### src/rtl/cambus_merlin_tx.sv
// Merlin camera-bus transmitter: pulls 12-bit pixels from a clk-domain stream
// and drives cam_clk/cam_pixel/cam_hsync/cam_vsync with Merlin framing.
// Optional internal test pattern enabled by defining CAMBUS_TX_TESTPAT_EN.
// Timing: a tick is the clk cycle with div_cnt==0 (cam_clk low phase start);
// in_ready is high during the tick cycle of each visible position and the bus
// registers load the new position at the edge closing that tick cycle.
module cambus_merlin_tx #(
  parameter int unsigned CLK_DIV   = 4,
  parameter int unsigned H_ACTIVE  = 320,
  parameter int unsigned H_TOTAL   = 400,
  parameter int unsigned HSYNC_LEN = 16,
  parameter int unsigned V_ACTIVE  = 256,
  parameter int unsigned V_TOTAL   = 262,
  parameter int unsigned VSYNC_LEN = 2
) (
  input  logic        clk,
  input  logic        rst_n,
  input  logic        en,
  input  logic        testpat_sel,
  input  logic [11:0] in_pixel,
  input  logic        in_sof,
  input  logic        in_valid,
  output logic        in_ready,
  output logic        cam_clk,
  output logic [11:0] cam_pixel,
  output logic        cam_hsync,
  output logic        cam_vsync,
  output logic        underflow,
  output logic        sof_err,
  output logic [15:0] frame_count
);

  localparam int unsigned DIV_W = $clog2(CLK_DIV);
  localparam int unsigned H_W   = $clog2(H_TOTAL);
  localparam int unsigned V_W   = $clog2(V_TOTAL);
  localparam int unsigned PIX_W = 12;

  typedef enum logic {IDLE, RUN} state_t;

  state_t           state, state_nxt;
  logic [DIV_W-1:0] div_cnt, div_nxt;
  logic [H_W-1:0]   hcount, hcount_nxt, adv_h;
  logic [V_W-1:0]   vcount, vcount_nxt, adv_v;
  logic             tick, pre_tick, frame_last, adv_vis, first_pos;
  logic             tp_active;
  logic             cam_clk_nxt, hsync_nxt, vsync_nxt, ready_nxt;
  logic             underflow_nxt, sof_err_nxt;
  logic [PIX_W-1:0] pixel_nxt;
  logic [15:0]      frame_count_nxt;

  // Free-running divider and registered cam_clk phase
  always_comb begin
    div_nxt     = (div_cnt == DIV_W'(CLK_DIV - 1)) ? '0 : div_cnt + DIV_W'(1);
    cam_clk_nxt = (div_nxt >= DIV_W'(CLK_DIV / 2));
    tick        = (div_cnt == '0);
    pre_tick    = (div_cnt == DIV_W'(CLK_DIV - 1));
  end

  // Position that the next tick will drive, and its classification
  always_comb begin
    frame_last = (hcount == H_W'(H_TOTAL - 1)) && (vcount == V_W'(V_TOTAL - 1));
    adv_h      = hcount + H_W'(1);
    adv_v      = vcount;
    if (hcount == H_W'(H_TOTAL - 1)) begin
      adv_h = '0;
      adv_v = (vcount == V_W'(V_TOTAL - 1)) ? '0 : vcount + V_W'(1);
    end
    adv_vis   = (adv_v >= V_W'(1)) && (adv_v <= V_W'(V_ACTIVE)) &&
                (adv_h >= H_W'(2)) && (adv_h <= H_W'(H_ACTIVE + 1));
    first_pos = (adv_h == H_W'(2)) && (adv_v == V_W'(1));
  end

`ifdef CAMBUS_TX_TESTPAT_EN
  logic             tp_mode, frame_start;
  logic [PIX_W-1:0] tp_pixel;

  // Pattern value for the upcoming position; mode latched at each frame start
  always_comb begin
    tp_pixel    = PIX_W'(adv_h - H_W'(2)) + PIX_W'(adv_v - V_W'(1)) +
                  PIX_W'(frame_count[7:0]);
    frame_start = tick && en && ((state == IDLE) || frame_last);
    tp_active   = tp_mode;
  end

  // Test-pattern mode register
  always_ff @(posedge clk or negedge rst_n) begin
    if (!rst_n)           tp_mode <= 1'b0;
    else if (frame_start) tp_mode <= testpat_sel;
  end
`else
  logic unused_testpat;
  assign unused_testpat = testpat_sel;
  assign tp_active      = 1'b0;
`endif

  // Next-state and next-output logic; bus outputs hold between ticks
  always_comb begin
    state_nxt       = state;
    hcount_nxt      = hcount;
    vcount_nxt      = vcount;
    pixel_nxt       = cam_pixel;
    hsync_nxt       = cam_hsync;
    vsync_nxt       = cam_vsync;
    frame_count_nxt = frame_count;
    underflow_nxt   = 1'b0;
    sof_err_nxt     = 1'b0;
    ready_nxt       = pre_tick && (state == RUN) && adv_vis && !tp_active;
    if (tick) begin
      case (state)
        IDLE: begin
          pixel_nxt = '0;
          hsync_nxt = 1'b0;
          vsync_nxt = 1'b0;
          if (en) begin
            state_nxt  = RUN;
            hcount_nxt = '0;
            vcount_nxt = '0;
            hsync_nxt  = 1'b1;
            vsync_nxt  = 1'b1;
          end
        end
        RUN: begin
          if (frame_last) frame_count_nxt = frame_count + 16'd1;
          if (frame_last && !en) begin
            state_nxt  = IDLE;
            hcount_nxt = '0;
            vcount_nxt = '0;
            pixel_nxt  = '0;
            hsync_nxt  = 1'b0;
            vsync_nxt  = 1'b0;
          end else begin
            hcount_nxt = adv_h;
            vcount_nxt = adv_v;
            hsync_nxt  = (adv_h < H_W'(HSYNC_LEN));
            vsync_nxt  = (adv_v < V_W'(VSYNC_LEN));
            pixel_nxt  = '0;
            if (in_ready) begin
              if (in_valid) begin
                pixel_nxt   = in_pixel;
                sof_err_nxt = (in_sof != first_pos);
              end else begin
                underflow_nxt = 1'b1;
              end
            end
`ifdef CAMBUS_TX_TESTPAT_EN
            if (tp_mode && adv_vis) pixel_nxt = tp_pixel;
`endif
          end
        end
        default: state_nxt = IDLE;
      endcase
    end
  end

  // State, counters and registered outputs
  always_ff @(posedge clk or negedge rst_n) begin
    if (!rst_n) begin
      state       <= IDLE;
      div_cnt     <= '0;
      hcount      <= '0;
      vcount      <= '0;
      cam_clk     <= 1'b0;
      cam_pixel   <= '0;
      cam_hsync   <= 1'b0;
      cam_vsync   <= 1'b0;
      in_ready    <= 1'b0;
      underflow   <= 1'b0;
      sof_err     <= 1'b0;
      frame_count <= '0;
    end else begin
      state       <= state_nxt;
      div_cnt     <= div_nxt;
      hcount      <= hcount_nxt;
      vcount      <= vcount_nxt;
      cam_clk     <= cam_clk_nxt;
      cam_pixel   <= pixel_nxt;
      cam_hsync   <= hsync_nxt;
      cam_vsync   <= vsync_nxt;
      in_ready    <= ready_nxt;
      underflow   <= underflow_nxt;
      sof_err     <= sof_err_nxt;
      frame_count <= frame_count_nxt;
    end
  end

endmodule

### config.mk
export PLATFORM = sky130hd
export DESIGN_NAME = cambus_merlin_tx
export DESIGN_NICKNAME = d
export VERILOG_FILES = /design/src/rtl/cambus_merlin_tx.sv
export SDC_FILE = /design/constraint.sdc
export NUM_CORES = 1
export LEC_CHECK = 0
export ABC_CLOCK_PERIOD_IN_PS = 3100
export BUFFER_PORTS_ARGS = -buffer_cell sky130_fd_sc_hd__buf_2
export CORE_ASPECT_RATIO = 1.75
export CORE_MARGIN = 2
export CORE_UTILIZATION = 56
export DETAILED_ROUTE_END_ITERATION = 8
export PLACE_DENSITY = 0.8
export SYNTH_ARGS = -nofsm -noshare
export SYNTH_HDL_FRONTEND = slang
export SYNTH_SLANG_ARGS = --single-unit
export TNS_END_PERCENT = 10
### constraint.sdc
create_clock -name clk -period 3.1 [get_ports clk]
set_input_delay 0.465 -clock clk [delete_from_list [all_inputs] [get_ports clk]]
set_output_delay 0.465 -clock clk [all_outputs]
set_load 0.005 [all_outputs]
==> reports/summary.txt, run 1 <==
status = complete, no violations
initial antenna violation count = 0
CTS Sinks = 54
Avg Cell Area, Syn = 9.477 um^2
Slew Viols, Final = 0
clock buffer count from CTS = 5
CP Launch Type = flop
setup TNS = 0 ps
GRT Util Overall = 24.17%
die extent in x = 59.98 um
root buffer cell = clkbuf_8
Vias = 2599
Die ar. = 6115 um^2
global-route wire length before repair = 11410 um
crit-path max FO = 10
Worst EP required = 3340 ps
number of remaining DRC errors = 0
crit path cell chain = ha_1, nor4b_1, nand4_2, nor3_1, nand2b_1, nor2_1, xor2_1
EDFF count, synth = 0
slowest library cell on the worst path = dfrtp_1
Area contributors post-synth = dfrtp_1 (44%), o21ai_0 (5.2%), nand2_1 (4.2%), xnor2_1 (4.0%), ha_1 (3.3%)
Post-DP Area = 3358 um^2
Core ar. = 5299 um^2
max-cap violations = 0
drt pass-1 iters = 4
post-synth top area share = 44.01%
Placer Congestion = 0.9506
number of I/O port buffers = 50
Tot Pwr = 1613 uW
Initial Utilization = 57.95%
RSZ-0062 raised after global routing = no
Final WS setup = 611.7 ps
post-synth top area cell = dfrtp_1
Fmax = 401.9 MHz
endpoints failing hold = 0
Post-Syn Area = 3070 um^2
#FFs+latches synth = 54
Finished Cell Area = 3457 um^2
die height = 102.0 um
Longest Clk Path Bufs = 2
WS Path Type = reg2reg
post-layout min period = 2488 ps
FFs w/ async S/R, synth = 100.0%
Finish-stage setup viols = 0
Overflow after GRT = 0
# resized after CTS = 0
synth warn = 0
crit share post-route = 80.27%
crit-path leading delay family = simple AND/OR/NAND/NOR gates
I/O Pins = 52
Netlist cell types = 56
worst skew pair latency = 310 ps
post-synthesis sequential area ratio = 44.01%
WL per Instance = 15.62 um
H-Tree Depth = 2
hold buffers post-CTS = 0
Nets = 395
antenna diode count = 0
CP Buf/Inv Count = 0
number of fill cells = 443
commonest register cell after synthesis = dfrtp_1
vias in the first global route = 2616
antenna viol nets, final = 0
Peak VDD IR = 0.3173 mV
Setup Skew = 4.140 ps
Max stage delay on crit path = 540 ps
Post-CTS Setup Repair Bufs = 0
Area Overhead vs Synth = 12.59%
final-layout worst hold slack = 106.7 ps
worst-margin pin slew = 493.9 ps
gate count after technology mapping = 324
most common library cells after synthesis = dfrtp_1 (54), nand2_1 (34), o21ai_0 (32)
Power Density = 466.5 nW/um^2
Worst Path Arrival = 2730 ps
routed vias/inst = 5.854
post-synth net total = 350
largest net degree at the start of global routing = 34
Reg clk slew, reported paths = 100 ps
share of cells above drive strength 1 = 21.62%
pre-CTS setup slack = 593.5 ps
Hold Crit Class = in2async
CP Capture Type = flop
most numerous cell in the Yosys netlist = dfrtp_1
initial DRC count = 150
Cell Rows = 35
Slew headroom = 66.61%
Detailed Place HPWL = 5216 um
Leak = 0.001727 uW
TritonCTS clock tree = yes
Total Wirelength = 6934 um
-- cell families (layout without fill, tap and decap cells) --
| kind of cell | count (synthesis) | count (layout) | synth area share (%) |
|---|---|---|---|
| simple gates | 117 | 117 | 21.68 |
| mux | 4 | 4 | 1.385 |
| buf+inv | 39 | 85 | 5.827 |
| xor+xnor | 22 | 22 | 6.276 |
| fa+ha+maj | 8 | 8 | 3.260 |
| compound gates | 80 | 80 | 17.56 |
| flops | 54 | 54 | 44.01 |
-- power by group --
group,switching [uW],internal (uW)
registers,114,777
logic,161,142
clock network,234,184
-- placed cells by master (no fill, tap or decap), types with 3 or more instances in the layout --
| master | instances |
|---|---|
| dfrtp_1 | 54 |
| buf_2 | 50 |
| nand2_1 | 34 |
| o21ai_0 | 32 |
| nor2_1 | 22 |
| inv_1 | 21 |
| xnor2_1 | 14 |
| a21oi_1 | 12 |
| and3_1 | 10 |
| nand4_1 | 10 |
| and2_1 | 8 |
| xor2_1 | 8 |
| ha_1 | 8 |
| nand3_1 | 7 |
| nor3_1 | 6 |
| o31ai_1 | 6 |
| clkbuf_8 | 6 |
| buf_4 | 6 |
| a22o_1 | 5 |
| a31oi_1 | 4 |
| nand2b_1 | 3 |
-- area by class of cell --
| cell class | count | area, um^2 | share of cell area [%] |
|---|---|---|---|
| repair buffers | 56 | 295.3 | 8.541 |
| inverters | 21 | 78.83 | 2.280 |
| flip-flops and latches | 54 | 1351 | 39.09 |
| clock inverters | 2 | 16.27 | 0.4705 |
| well taps | 74 | 92.59 | 2.678 |
| clock buffers | 6 | 82.58 | 2.389 |
| multi-input cells | 231 | 1540 | 44.55 |
-- through the flow --
stage / std cells / utilization [%]
2_1_floorplan: 324 / -
3_3_place_gp: 436 / 63.38
3_5_place_dp: 436 / 63.38
4_1_cts: 444 / 65.24
5_1_grt: 444 / 65.24
6_report: 444 / 65.24
-- final timing paths --
| path | from | to | slack (ps) | depth (start not counted) |
|---|---|---|---|---|
| max | vcount[0]$_DFFE_PN0P_ | frame_count[15]$_DFFE_PN0P_ | 610 | 7 |
| min | rst_n | frame_count[8]$_DFFE_PN0P_ | 110 | 1 |
| max reg2reg | vcount[0]$_DFFE_PN0P_ | frame_count[15]$_DFFE_PN0P_ | 610 | 7 |
| min reg2reg | div_cnt[0]$_DFF_PN0_ | div_cnt[0]$_DFF_PN0_ | 470 | 1 |
| max in group asynchronous | rst_n | hcount[0]$_DFFE_PN0P_ | 2200 | 2 |
| min in group clk | in_valid | underflow$_DFF_PN0_ | 310 | 2 |
-- registers in the layout, summed over array words and instances, names as in the netlist --
name	flops
frame_count	16
cam_pixel	12
hcount	9
vcount	9
cam_clk	1
cam_hsync	1
cam_vsync	1
div_cnt	1
in_ready	1
sof_err	1
state	1
underflow	1
-- metal layers --
metal	routed length, um	track usage, %	vias up
met5	0	0	-
met4	161	10.09	0
met3	282	3.291	16
met2	3876	45.65	76
met1	2613	25.61	1270
li1	-	-	1237
(Power assumes the default switching activity.)
==> run 2: changes to the inputs <==
--- a/config.mk
+++ b/config.mk
@@ -5,7 +5,7 @@
 export SDC_FILE = /design/constraint.sdc
 export NUM_CORES = 1
 export LEC_CHECK = 0
-export ABC_CLOCK_PERIOD_IN_PS = 3100
+export ABC_CLOCK_PERIOD_IN_PS = 2300
 export BUFFER_PORTS_ARGS = -buffer_cell sky130_fd_sc_hd__buf_2
 export CORE_ASPECT_RATIO = 1.75
 export CORE_MARGIN = 2
==> constraint.sdc (replaced) <==
create_clock -name clk -period 2.3 [get_ports clk]
set_input_delay 0.345 -clock clk [delete_from_list [all_inputs] [get_ports clk]]
set_output_delay 0.345 -clock clk [all_outputs]
set_load 0.005 [all_outputs]
==> run 2 against run 1 <==
Effect of this change:
- sequential share of layout area shrank 2.9 points
- largest cell class unchanged
- via count is 4.9% higher
- largest power group unchanged
- global-route usage increased by 1.9 points
- highest routed layer unchanged
- register-to-register slack got worse by 580 ps
- clock skew grew 2.3 ps
- first-iteration DRC count fell by 16%
- die area unchanged
- routed wire length increased by 9.1%
- clock power rose by 34%
- maximum frequency up 9.9%
- worst setup slack worse by 580 ps
==> reports/summary.txt, run 2 (synthesis results as in run 1) <==
global-route wire length before repair = 12230 um (+7.2%)
Vias = 2726 (+4.9%)
Cell Rows = 35 (unchanged)
antenna diode count = 0 (unchanged)
Detail Route met2 WL = 4244 um (+9.5%)
Area Overhead vs Synth = 21.56%
endpoints failing hold = 0 (unchanged)
drt pass-1 iters = 4 (unchanged)
I/O Pins = 52 (unchanged)
Longest Clk Path Bufs = 2 (unchanged)
Reg clk slew, reported paths = 100 ps (about the same)
max reg flops = 16 (unchanged)
Core ar. = 5299 um^2 (unchanged)
wl on met1 = 2782 um (+6.5%)
Worst Path Arrival = 2480 ps (-250 ps)
die extent in x = 59.98 um (unchanged)
slowest library cell on the worst path = and4_1
biggest regs = frame_count x16, cam_pixel x12
largest net degree at the start of global routing = 29 (-15%)
RSZ-0062 raised after global routing = yes
final-layout worst hold slack = 20.36 ps (-86.31 ps)
die height = 102.0 um (unchanged)
initial DRC count = 126 (-16%)
Leak = 0.001903 uW (+10%)
H-Tree Depth = 2 (unchanged)
Setup Skew = 6.452 ps (+2.312 ps)
Nets = 429 (+8.6%)
Total Wirelength = 7564 um (+9.1%)
Placer Congestion = 0.9348 (-1.7%)
top layer in use = met4
Power Density = 608.2 nW/um^2 (+30%)
Psw = 716.3 uW (+41%)
share of cells above drive strength 1 = 29.21% (+7.6 points)
clock power share = 24.8% (-1.2 points)
routed vias/inst = 5.703 (-2.6%)
Slew headroom = 61.14% (-5.5 points)
CP Buf/Inv Count = 0 (unchanged)
Hold Crit Class = in2async
WS Path Type = reg2reg
switching share of total power = 31.56% (about the same)
Initial Utilization = 57.95% (unchanged)
Int Power = 1554 uW (+41%)
hold buffers post-CTS = 0 (unchanged)
post-layout min period = 2264 ps (-224.2 ps)
Fmax = 441.7 MHz (+9.9%)
Peak VDD IR = 0.5439 mV (+71%)
Max stage delay on crit path = 380 ps (-160 ps)
vias in the first global route = 2767 (+5.8%)
worst-margin pin slew = 582.9 ps (+89.02 ps)
Die ar. = 6115 um^2 (unchanged)
initial antenna violation count = 0 (unchanged)
DR WL met3 = 244 um (-13%)
clock buffer count from CTS = 5 (unchanged)
antenna viol nets, final = 0 (unchanged)
commonest non-fill, non-tap cell in the layout = dfrtp_1
Worst EP required = 2520 ps (-820 ps)
crit-path max FO = 8 (-2)
Overflow after GRT = 0 (unchanged)
GRT Util Overall = 26.06% (+1.9 points)
Critical Path Start = hcount[0]$_DFFE_PN0P_
most frequent cells in the layout = dfrtp_1 (54), buf_2 (50), buf_4 (40)
setup TNS = 0 ps (unchanged)
status = complete, no violations
number of remaining DRC errors = 0 (unchanged)
Slew Viols, Final = 0 (unchanged)
CTS Sinks = 54 (unchanged)
CP Capture Type = flop
Finish-stage setup viols = 0 (unchanged)
launching point of the worst reg2reg path = hcount[0]$_DFFE_PN0P_
WL per Instance = 15.82 um (+1.3%)
root buffer cell = clkbuf_8
crit path cell chain = ha_2, and4_1, nand4_1, a211oi_1, a211oi_2, and4_2, nor3_1
Combinational Power Share = 25.7% (+6.9 points)
max-cap violations = 0 (unchanged)
Flop pwr share = 49.5% (-5.8 points)
Biggest register = frame_count
number of I/O port buffers = 50 (unchanged)
TritonCTS clock tree = yes
worst skew pair latency = 310 ps (about the same)
Detailed Place HPWL = 5805 um (+11%)
crit-path leading delay family = simple AND/OR/NAND/NOR gates
crit share post-route = 98.44% (+18 points)
CP Launch Type = flop
run 2: what timing repair did:
| item | 4_1_cts | 5_1_grt |
|---|---|---|
| buffers inserted | 0 | 1 |
| resized for setup | 2 | 4 |
| endpoints found under the setup margin | 1 | 17 |
| pin swaps | 0 | 3 |
run 2: worst register-to-register path: stages (launching register included):
cell,delay (ps)
dfrtp_1,370
ha_2,290
and4_1,380
nand4_1,230
a211oi_1,340
a211oi_2,120
and4_2,240
nor3_1,200
run 2: power groups by stage:
stage,clock network [uW],registers [uW],logic [uW]
finish,563,1120,584
global route,614,1140,656
CTS,569,1120,579
detailed placement,0,1140,573
global placement,0,1130,551
floorplan,0,1140,329
run 2: layout make-up:
class / instances / area (um^2)
fill: 409 / 1567
multi-input combinational: 231 / 1560
sequential: 54 / 1351
timing repair buffer: 90 / 550.5
tap: 74 / 92.59
clock buffer: 6 / 82.58
inverter: 21 / 78.83
clock inverter: 2 / 16.27
run 2: routing by layer:
layer  up-vias  global-route usage, %
met5         -                      0
met4         0                  14.53
met3        25                  3.544
met2        86                  48.91
met1      1310                  26.14
li1       1305                      -
run 2: final timing paths:
| path | to | slack (ps) | cells after the start |
|---|---|---|---|
| max | in_ready$_DFF_PN0_ | 40 | 7 |
| min | frame_count[8]$_DFFE_PN0P_ | 20 | 1 |
| max reg2reg | in_ready$_DFF_PN0_ | 40 | 7 |
| min reg2reg | div_cnt[0]$_DFF_PN0_ | 460 | 1 |
| max in group asynchronous | underflow$_DFF_PN0_ | 1660 | 2 |
| min in group clk | underflow$_DFF_PN0_ | 200 | 2 |
run 2: through the flow:
step / std cells / setup slack (ps) / power, uW / utilization (%) / area [um^2]
final: 478 / 35.99 / 2270 / 70.44 / 3732
after global routing: 478 / -56.97 / 2407 / 70.44 / 3732
after CTS: 477 / 27.16 / 2271 / 70.06 / 3712
after detailed placement: 469 / 21.26 / 1714 / 68.05 / 3606
after global placement: 469 / 72.07 / 1684 / 68.05 / 3606
after floorplan: 324 / 78.56 / 1471 / - / 3070
